--- src/rtl/uart_matrix_loader.sv ---
// Frame controller: hunts SYNC_BYTE, parses DIM, streams row-major elements into the operand
// buffer and hands the frame to the core with valid/ack. Trailing XOR check under MATLOAD_CHECKSUM_EN.
module uart_matrix_loader #(
    parameter logic [7:0] SYNC_BYTE      = 8'hA5,
    parameter int         MAX_DIM        = 5,
    parameter int         ADDR_W         = 5,
    parameter int         TIMEOUT_CYCLES = 1_000_000
) (
    input  logic              clk,
    input  logic              rst_n,
    input  logic [7:0]        rx_data,
    input  logic              rx_valid,
    input  logic              frame_ack,
    output logic              wr_en,
    output logic [ADDR_W-1:0] wr_addr,
    output logic [7:0]        wr_data,
    output logic [3:0]        mat_rows,
    output logic [3:0]        mat_cols,
    output logic              frame_valid,
    output logic              frame_err,
    output logic [1:0]        err_code,
    output logic              busy
);

    localparam int               TMO_W     = $clog2(TIMEOUT_CYCLES);
    localparam logic [TMO_W-1:0] TMO_LAST  = TMO_W'(TIMEOUT_CYCLES - 1);
    localparam logic [3:0]       MAX_DIM_L = 4'(MAX_DIM);

    localparam logic [1:0] ERR_DIM  = 2'b01;
    localparam logic [1:0] ERR_CSUM = 2'b10;
    localparam logic [1:0] ERR_TMO  = 2'b11;

    typedef enum logic [2:0] {
        ST_IDLE = 3'd0,
        ST_DIM  = 3'd1,
        ST_DATA = 3'd2,
`ifdef MATLOAD_CHECKSUM_EN
        ST_CSUM = 3'd3,
`endif
        ST_DONE = 3'd4
    } state_t;

    function automatic logic dim_legal(input logic [3:0] rows, input logic [3:0] cols);
        return (rows != 4'd0) && (rows <= MAX_DIM_L) && (cols != 4'd0) && (cols <= MAX_DIM_L);
    endfunction

`ifdef MATLOAD_CHECKSUM_EN
    function automatic logic [7:0] csum_fold(input logic [7:0] acc, input logic [7:0] data);
        return acc ^ data;
    endfunction
`endif

    state_t              state_r;
    state_t              state_s;
    logic [ADDR_W-1:0]   elem_cnt_r;
    logic [ADDR_W-1:0]   last_idx_r;
    logic [TMO_W-1:0]    tmo_cnt_r;
    logic [3:0]          mat_rows_r;
    logic [3:0]          mat_cols_r;
`ifdef MATLOAD_CHECKSUM_EN
    logic [7:0]          csum_r;
    logic                csum_ok_s;
`endif

    logic                wr_en_r;
    logic [ADDR_W-1:0]   wr_addr_r;
    logic [7:0]          wr_data_r;
    logic                frame_valid_r;
    logic                frame_err_r;
    logic [1:0]          err_code_r;
    logic                busy_r;

    logic                wr_en_s;
    logic [ADDR_W-1:0]   wr_addr_s;
    logic [7:0]          wr_data_s;
    logic                frame_valid_s;
    logic                err_s;
    logic [1:0]          err_code_s;
    logic                busy_s;

    logic                dim_ok_s;
    logic                dim_accept_s;
    logic                in_frame_s;
    logic                tmo_hit_s;
    logic                last_elem_s;
    logic [ADDR_W-1:0]   dim_last_idx_s;

    assign dim_ok_s       = dim_legal(rx_data[7:4], rx_data[3:0]);
    assign dim_accept_s   = (state_r == ST_DIM) && rx_valid && dim_ok_s;
    assign dim_last_idx_s = ADDR_W'(rx_data[7:4]) * ADDR_W'(rx_data[3:0]) - ADDR_W'(1);
    assign last_elem_s    = (elem_cnt_r == last_idx_r);
`ifdef MATLOAD_CHECKSUM_EN
    assign in_frame_s = (state_r == ST_DIM) || (state_r == ST_DATA) || (state_r == ST_CSUM);
    assign csum_ok_s  = (rx_data == csum_r);
`else
    assign in_frame_s = (state_r == ST_DIM) || (state_r == ST_DATA);
`endif
    // An arriving byte on the terminal count beats the timeout.
    assign tmo_hit_s = in_frame_s && !rx_valid && (tmo_cnt_r == TMO_LAST);

    // State register.
    always_ff @(posedge clk) begin
        if (!rst_n) begin
            state_r <= ST_IDLE;
        end else begin
            state_r <= state_s;
        end
    end

    // Next-state decode.
    always_comb begin
        state_s = state_r;
        case (state_r)
            ST_IDLE: begin
                if (rx_valid && (rx_data == SYNC_BYTE)) state_s = ST_DIM;
                else                                    state_s = ST_IDLE;
            end
            ST_DIM: begin
                if (tmo_hit_s)     state_s = ST_IDLE;
                else if (rx_valid) state_s = dim_ok_s ? ST_DATA : ST_IDLE;
                else               state_s = ST_DIM;
            end
            ST_DATA: begin
                if (tmo_hit_s) begin
                    state_s = ST_IDLE;
                end else if (rx_valid && last_elem_s) begin
`ifdef MATLOAD_CHECKSUM_EN
                    state_s = ST_CSUM;
`else
                    state_s = ST_DONE;
`endif
                end else begin
                    state_s = ST_DATA;
                end
            end
`ifdef MATLOAD_CHECKSUM_EN
            ST_CSUM: begin
                if (tmo_hit_s)     state_s = ST_IDLE;
                else if (rx_valid) state_s = csum_ok_s ? ST_DONE : ST_IDLE;
                else               state_s = ST_CSUM;
            end
`endif
            ST_DONE: begin
                if (frame_ack) state_s = ST_IDLE;
                else           state_s = ST_DONE;
            end
            default: state_s = ST_IDLE;
        endcase
    end

    // Next values of the registered outputs.
    always_comb begin
        wr_en_s       = (state_r == ST_DATA) && rx_valid;
        wr_addr_s     = wr_addr_r;
        wr_data_s     = wr_data_r;
        frame_valid_s = (state_s == ST_DONE);
        busy_s        = (state_s != ST_IDLE);
        err_s         = 1'b0;
        err_code_s    = err_code_r;
        if (wr_en_s) begin
            wr_addr_s = elem_cnt_r;
            wr_data_s = rx_data;
        end else begin
            wr_addr_s = wr_addr_r;
            wr_data_s = wr_data_r;
        end
        if (tmo_hit_s) begin
            err_s      = 1'b1;
            err_code_s = ERR_TMO;
        end else if ((state_r == ST_DIM) && rx_valid && !dim_ok_s) begin
            err_s      = 1'b1;
            err_code_s = ERR_DIM;
`ifdef MATLOAD_CHECKSUM_EN
        end else if ((state_r == ST_CSUM) && rx_valid && !csum_ok_s) begin
            err_s      = 1'b1;
            err_code_s = ERR_CSUM;
`endif
        end else begin
            err_s      = 1'b0;
            err_code_s = err_code_r;
        end
    end

    // Output registers.
    always_ff @(posedge clk) begin
        if (!rst_n) begin
            wr_en_r       <= 1'b0;
            wr_addr_r     <= '0;
            wr_data_r     <= 8'h00;
            frame_valid_r <= 1'b0;
            frame_err_r   <= 1'b0;
            err_code_r    <= 2'b00;
            busy_r        <= 1'b0;
        end else begin
            wr_en_r       <= wr_en_s;
            wr_addr_r     <= wr_addr_s;
            wr_data_r     <= wr_data_s;
            frame_valid_r <= frame_valid_s;
            frame_err_r   <= err_s;
            err_code_r    <= err_code_s;
            busy_r        <= busy_s;
        end
    end

    // Frame geometry, element counter and inter-byte timeout.
    always_ff @(posedge clk) begin
        if (!rst_n) begin
            elem_cnt_r <= '0;
            last_idx_r <= '0;
            mat_rows_r <= 4'd0;
            mat_cols_r <= 4'd0;
            tmo_cnt_r  <= '0;
        end else begin
            if (dim_accept_s) begin
                elem_cnt_r <= '0;
                last_idx_r <= dim_last_idx_s;
                mat_rows_r <= rx_data[7:4];
                mat_cols_r <= rx_data[3:0];
            end else if (wr_en_s) begin
                elem_cnt_r <= elem_cnt_r + ADDR_W'(1);
            end else begin
                elem_cnt_r <= elem_cnt_r;
            end
            if (rx_valid || !in_frame_s || tmo_hit_s) tmo_cnt_r <= '0;
            else                                      tmo_cnt_r <= tmo_cnt_r + TMO_W'(1);
        end
    end

`ifdef MATLOAD_CHECKSUM_EN
    // Running XOR seeded with the DIM byte.
    always_ff @(posedge clk) begin
        if (!rst_n) begin
            csum_r <= 8'h00;
        end else if (dim_accept_s) begin
            csum_r <= rx_data;
        end else if (wr_en_s) begin
            csum_r <= csum_fold(csum_r, rx_data);
        end else begin
            csum_r <= csum_r;
        end
    end
`endif

    assign wr_en       = wr_en_r;
    assign wr_addr     = wr_addr_r;
    assign wr_data     = wr_data_r;
    assign mat_rows    = mat_rows_r;
    assign mat_cols    = mat_cols_r;
    assign frame_valid = frame_valid_r;
    assign frame_err   = frame_err_r;
    assign err_code    = err_code_r;
    assign busy        = busy_r;

endmodule

--- config.mk ---
export PLATFORM = sky130hd
export DESIGN_NAME = uart_matrix_loader
export DESIGN_NICKNAME = d
export VERILOG_FILES = /design/src/rtl/uart_matrix_loader.sv
export SDC_FILE = /design/constraint.sdc
export NUM_CORES = 1
export LEC_CHECK = 0
export ABC_AREA = 1
export CORE_MARGIN = 2
export CORE_UTILIZATION = 51
export CTS_BUF_LIST = sky130_fd_sc_hd__clkbuf_4 sky130_fd_sc_hd__clkbuf_8
export DETAILED_ROUTE_END_ITERATION = 10
export PLACE_DENSITY = 0.81
export SLEW_MARGIN = 30
export SYNTH_ARGS = -nofsm -noshare
export SYNTH_HDL_FRONTEND = slang
export SYNTH_SLANG_ARGS = --single-unit
--- constraint.sdc ---
create_clock -name clk -period 3.15 [get_ports clk]
set_clock_uncertainty 0.05 [all_clocks]
set_input_delay 0.63 -clock clk [delete_from_list [all_inputs] [get_ports clk]]
set_output_delay 0.63 -clock clk [all_outputs]
set_load 0.1 [all_outputs]
==> reports/results.txt, run 1 <==
Final Hold Viols: 0
Routed Antenna Nets: 0
detailed placement HPWL: 4930 um
mux share of post-synthesis cell area: 0%
vias in the first global route: 2592
DR pass1 iterations: 5
IO Port Bufs: 38
relative max-transition margin: 74.4%
required time worst endpoint: 3.35 ns
H-tree depth reported by CTS: 3
CTS tree: built
synthesized flop and latch total: 60
CP max FO: 3
unrepaired setup endpoints after global routing: false
Worst Hold Class: register to register
Placed Cells: 522
Rows: 27
crit path cell chain: clkdlybuf4s50_1 > nand2_1 > inv_1 > fa_1 > fa_1 > ha_4 > a21oi_4 > nand2_2 > nand2_2 > nand2_1 > nand2_1 > nand3_1 > nand2_1 > inv_1
# nets final: 485
Layout area overhead: 22.9%
initial antenna violation count: 0
register area share after synthesis: 40.3%
total CTS buffers: 9
commonest non-fill, non-tap cell in the layout: nand2_1
fmax: 338 MHz
Via Count: 2725
outcome: completed
fin cells: 538
GRT Total Usage: 22.5%
Initial DRC Count: 98
worst skew pair latency: 0.34 ns
routed vias/inst: 5.07
Post-Syn Area: 0.00298 mm^2
leak pwr: 0.00163 uW
clock root buffer: clkbuf_8
die area: 0.00647 mm^2
ANT cells: 0
CTS max path bufs: 2
die height: 80.4 um
CP max stage delay: 0.62 ns
critical path's top delay family: adder cells
Tmin final: 2.96 ns
main combinational cell family by area after synthesis: simple AND/OR/NAND/NOR gates
Clock Sink Count: 60
Tcrit/Tclk final: 93.9%
Worst Setup Start Kind: input port
core area: 0.00557 mm^2
Post-Synth Simple-Gate Area: 30.8%
Worst path slowest cell: fa_1
net count after synthesis: 434
RD Place Congestion: 0.908
Ys Warns: 0
Slew Viols, Final: 0
# Post-CTS Setup Buffers: 0
Fillers: 460
Final Util: 65.7%
post-synthesis adder-cell area fraction: 6.05%
first-pass GRT wire length: 11200 um
Avg Inst Size Synth: 7.27 um^2
VDD IR max: 0.294 mV
Worst-path clk slew: 0.07 ns
Critical Path Sink Type: register
share of cells above drive strength 1: 17.8%
grt total ovfl: 0
largest net degree at the start of global routing: 21
Initial Util: 53.4%
xor and xnor fraction of the mapped netlist area: 3.82%
WL/cell: 12.4 um
most frequent CP cell: nand2_1
pwr dens: 447 mW/mm^2
Yosys cell types: 35
final instance area: 0.00366 mm^2
most frequent cells in the layout: nand2_1 (76), nor2_1 (64), dfxtp_1 (60)
cts hold-fix bufs: 0
number of setup violations in the final report: 0
WL final: 6690 um
io pins: 39
max-cap viol count: 0
DRC Markers: 0
dpl cell area: 0.00342 mm^2
worst path arrival time: 3.16 ns
crit path kind: input port to register
Slew @ Worst Pin: 0.384 ns
Mapped Cells: 410
Compound-Gate Fraction of Synth Area: 9.83%
chip width: 80.4 um
Crit path buffers/inverters: 3
repair_timing:
item / in CTS / in global routing
endpoints found under the setup margin: 1 / 1
pin swaps: 4 / 6
resized for setup: 1 / 9
state kept, by name (all words and copies together), names as in the netlist:
name	flops
wr_en	1
wr_data	8
last_idx_r	5
err_code	2
frame_err	1
elem_cnt_r	5
wr_addr	5
frame_valid	1
mat_cols	4
mat_rows	4
busy	1
tmo_cnt_r	20
state_r	3
per-stage QoR:
stage	power, uW	TNS, ns	hold slack [ns]	setup WS [ns]
floorplan	860	0	0.367	0.000247
global placement	909	-0.729	0.367	-0.397
detailed placement	916	-0.922	0.373	-0.490
CTS	1640	0	0.385	0.0417
global route	1700	0	0.410	0.111
finish	1640	0	0.387	0.192
where the power goes:
part	switching (uW)	leakage, uW	total, uW	internal [uW]
combinational	88.3	0.00104	162	74.1
clock	301	0.000106	716	414
sequential	0.0583	0.000483	759	759
total	390	0.00163	1640	1250
worst min-delay path, stage by stage, from the launching register on:
cell	delay, ns
dfxtp_1	0.31
inv_1	0.05
nor2_1	0.04
layout make-up:
class | count | area (um^2) | area share (%)
multi-input cells | 284 | 1540 | 42.0
flip-flops and latches | 60 | 1200 | 32.8
well taps | 72 | 90.1 | 2.46
clock buffers | 12 | 159 | 4.34
clock inverters | 4 | 47.5 | 1.30
repair buffers | 51 | 420 | 11.5
inverters | 55 | 206 | 5.64
final timing paths:
kind                                   start             to  slack [ns]  cells after the start
worst max-delay path              rx_data[6]  last_idx_r[4]        0.19                     14
worst min-delay path             mat_cols[3]    mat_cols[3]        0.39                      2
worst max register to register  tmo_cnt_r[0]  tmo_cnt_r[12]        1.44                      7
worst min register to register   mat_cols[3]    mat_cols[3]        0.39                      2
cell usage after synthesis (all sizes together):
library cell | instances | area (um^2)
or2 | 3 | 18.8
nand2 | 81 | 314
nand3 | 21 | 115
inv | 54 | 203
clkinv | 1 | 3.75
fa | 4 | 80.1
o21ai | 27 | 135
nor3 | 14 | 80.1
o21bai | 1 | 7.51
dfxtp | 60 | 1200
nor2 | 69 | 282
nand4 | 7 | 50.1
clkbuf | 2 | 7.51
nor3b | 2 | 25.0
buf | 9 | 58.8
nand3b | 2 | 15.0
xnor2 | 5 | 43.8
and2 | 3 | 18.8
xor2 | 8 | 70.1
a211oi | 2 | 15.0
ha | 8 | 100
a21oi | 27 | 135
cell families (layout without fill, tap and decap cells):
kind of cell	after synthesis	count (layout)
simple gates	202	202
buf+inv	66	122
compound gates	57	57
xor+xnor	13	13
fa+ha+maj	12	12
flops	60	60
layer usage:
metal | track usage (%) | up-vias | share of wire [%]
met2 | 39.4 | 63 | 50
met1 | 25.7 | 1245 | 43
li1 | - | 1400 | -
met3 | 7.19 | 17 | 5.3
met5 | 0 | - | 0
met4 | 7.97 | 0 | 2.2
Power figures use the tool's default switching activity.
==> run 2, diff against run 1 <==
CORE_UTILIZATION = 28   (was 51)
MAX_ROUTING_LAYER = met4   (was default)
PLACE_DENSITY = 0.51   (was 0.81)
==> reports/results.txt, run 2 (same netlist as run 1, synthesis figures left out) <==
commonest non-fill, non-tap cell in the layout: nand2_1
Worst path slowest cell: fa_1
clock root buffer: clkbuf_8
most frequent cells in the layout: nand2_1 (78), nor2_1 (64), dfxtp_1 (60)
# nets final: 485
worst skew pair latency: 0.35 ns
VDD IR max: 0.212 mV
core area: 0.0103 mm^2
die height: 107 um
vias in the first global route: 2581
Routed Antenna Nets: 0
Fillers: 1123
outcome: completed
share of cells above drive strength 1: 17.0%
critical path's top delay family: adder cells
CP max FO: 8
sw frac: 24.2%
DR pass1 iterations: 4
Initial Util: 28.9%
initial antenna violation count: 0
hold slack final: 0.382 ns
Final Hold Viols: 0
io pins: 39
Tmin final: 2.81 ns
H-tree depth reported by CTS: 3
RD Place Congestion: 0.833
relative max-transition margin: 66.2%
WL/cell: 11.6 um
Slew @ Worst Pin: 0.505 ns
Critical Path Sink Type: register
Layout area overhead: 24.6%
crit path kind: input port to register
fmax: 356 MHz
worst path arrival time: 3.01 ns
Worst Setup Start Kind: input port
register area: 0.00120 mm^2
WL final: 6990 um
detailed placement HPWL: 5300 um
CP max stage delay: 0.53 ns
pwr dens: 428 mW/mm^2
Pint: 1200 uW
area of the multi-input gates: 0.00152 mm^2
first-pass GRT wire length: 12000 um
register share of total power: 47.7%
die area: 0.0115 mm^2
Initial DRC Count: 92
Worst-path clk slew: 0.07 ns
Clock power frac: 43.0%
Clock Sink Count: 60
DRC Markers: 0
required time worst endpoint: 3.35 ns
unrepaired setup endpoints after global routing: false
total CTS buffers: 9
cts hold-fix bufs: 0
Tcrit/Tclk final: 89.1%
IO Port Bufs: 38
number of setup violations in the final report: 0
leak pwr: 0.00162 uW
Rows: 37
ANT cells: 0
chip width: 107 um
switching power: 384 uW
fin cells: 601
Worst Hold Class: register to register
Crit path buffers/inverters: 6
Slew Viols, Final: 0
routed vias/inst: 4.40
CTS tree: built
max-cap viol count: 0
Placed Cells: 586
GRT Total Usage: 13.8%
crit path cell chain: clkdlybuf4s50_1 > buf_4 > nand2_1 > inv_1 > ha_1 > inv_1 > fa_1 > inv_1 > ha_1 > nand3_1 > nand2_1 > nand2_2 > nand2_1 > nand2_1 > nand3_1 > nand2_1 > inv_1
Top reg by flops: tmo_cnt_r
CTS max path bufs: 2
Gate power share: 9.3%
Via Count: 2644
grt total ovfl: 0
largest net degree at the start of global routing: 25
max reg flops: 20
most frequent CP cell: nand2_1
## run 2: cell count changes in the layout (fill, tap and decap cells not counted), sizes merged
| cell | change |
|---|---|
| clkinv | +1 |
| clkbuf | -2 |
## run 2: through the flow
stage          total power (uW)  instance area [um^2]  worst slack, ns  utilization [%]  TNS, ns
2_1_floorplan               860                  2980         0.000247                -        0
3_3_place_gp                914                  3500           -0.438             33.9   -0.873
3_5_place_dp                916                  3500           -0.452             33.9   -0.896
4_1_cts                    1620                  3700           0.0190             35.8        0
5_1_grt                    1670                  3710            0.151             36.0        0
6_report                   1590                  3710            0.343             36.0        0
## run 2: routing by layer
layer	part of all wire (%)	wire [um]	up-vias	GRT usage, %
li1	-	-	1403	-
met1	47	3310	1189	16.3
met2	47	3290	41	22.5
met3	3.9	273	11	3.77
met4	1.7	122	0	5.38
met5	0	0	-	-
## run 2: path summary, 6_finish.rpt
path	startpoint	to	slack (ns)	cells past startpoint
min reg2reg	mat_cols[3]	mat_cols[3]	0.38	2
min	mat_cols[3]	mat_cols[3]	0.38	2
max reg2reg	tmo_cnt_r[0]	tmo_cnt_r[12]	1.47	7
max	rx_data[1]	last_idx_r[4]	0.34	17
## run 2: power groups by stage
| stage | registers (uW) | clock network (uW) | logic, uW |
|---|---|---|---|
| finish | 759 | 683 | 147 |
| global route | 758 | 748 | 168 |
| CTS | 758 | 709 | 149 |
| detailed placement | 776 | 0 | 140 |
| global placement | 776 | 0 | 139 |
| floorplan | 776 | 0 | 83.9 |
## run 2: layout make-up
class,count,share of cell area [%]
timing repair buffer,51,11.3
inverter,55,5.56
clock inverter,5,1.42
sequential,60,32.4
multi-input combinational,284,41.1
clock buffer,10,3.71
tap,136,4.58
## run 2: timing repair
action                     in CTS  in global routing
setup endpoints to repair       1                  1
setup buffers                   0                  0
resized for setup               1                  5
pin swaps                       1                  5
## run 2: worst reg2reg max path: stages, from the launching register on
cell and delay, ns:
dfxtp_1 0.36, ha_1 0.20, nand3_1 0.13, nor3_2 0.23, nand3_1 0.15, nand3_1 0.09
buf_4 0.26, nor3_1 0.10
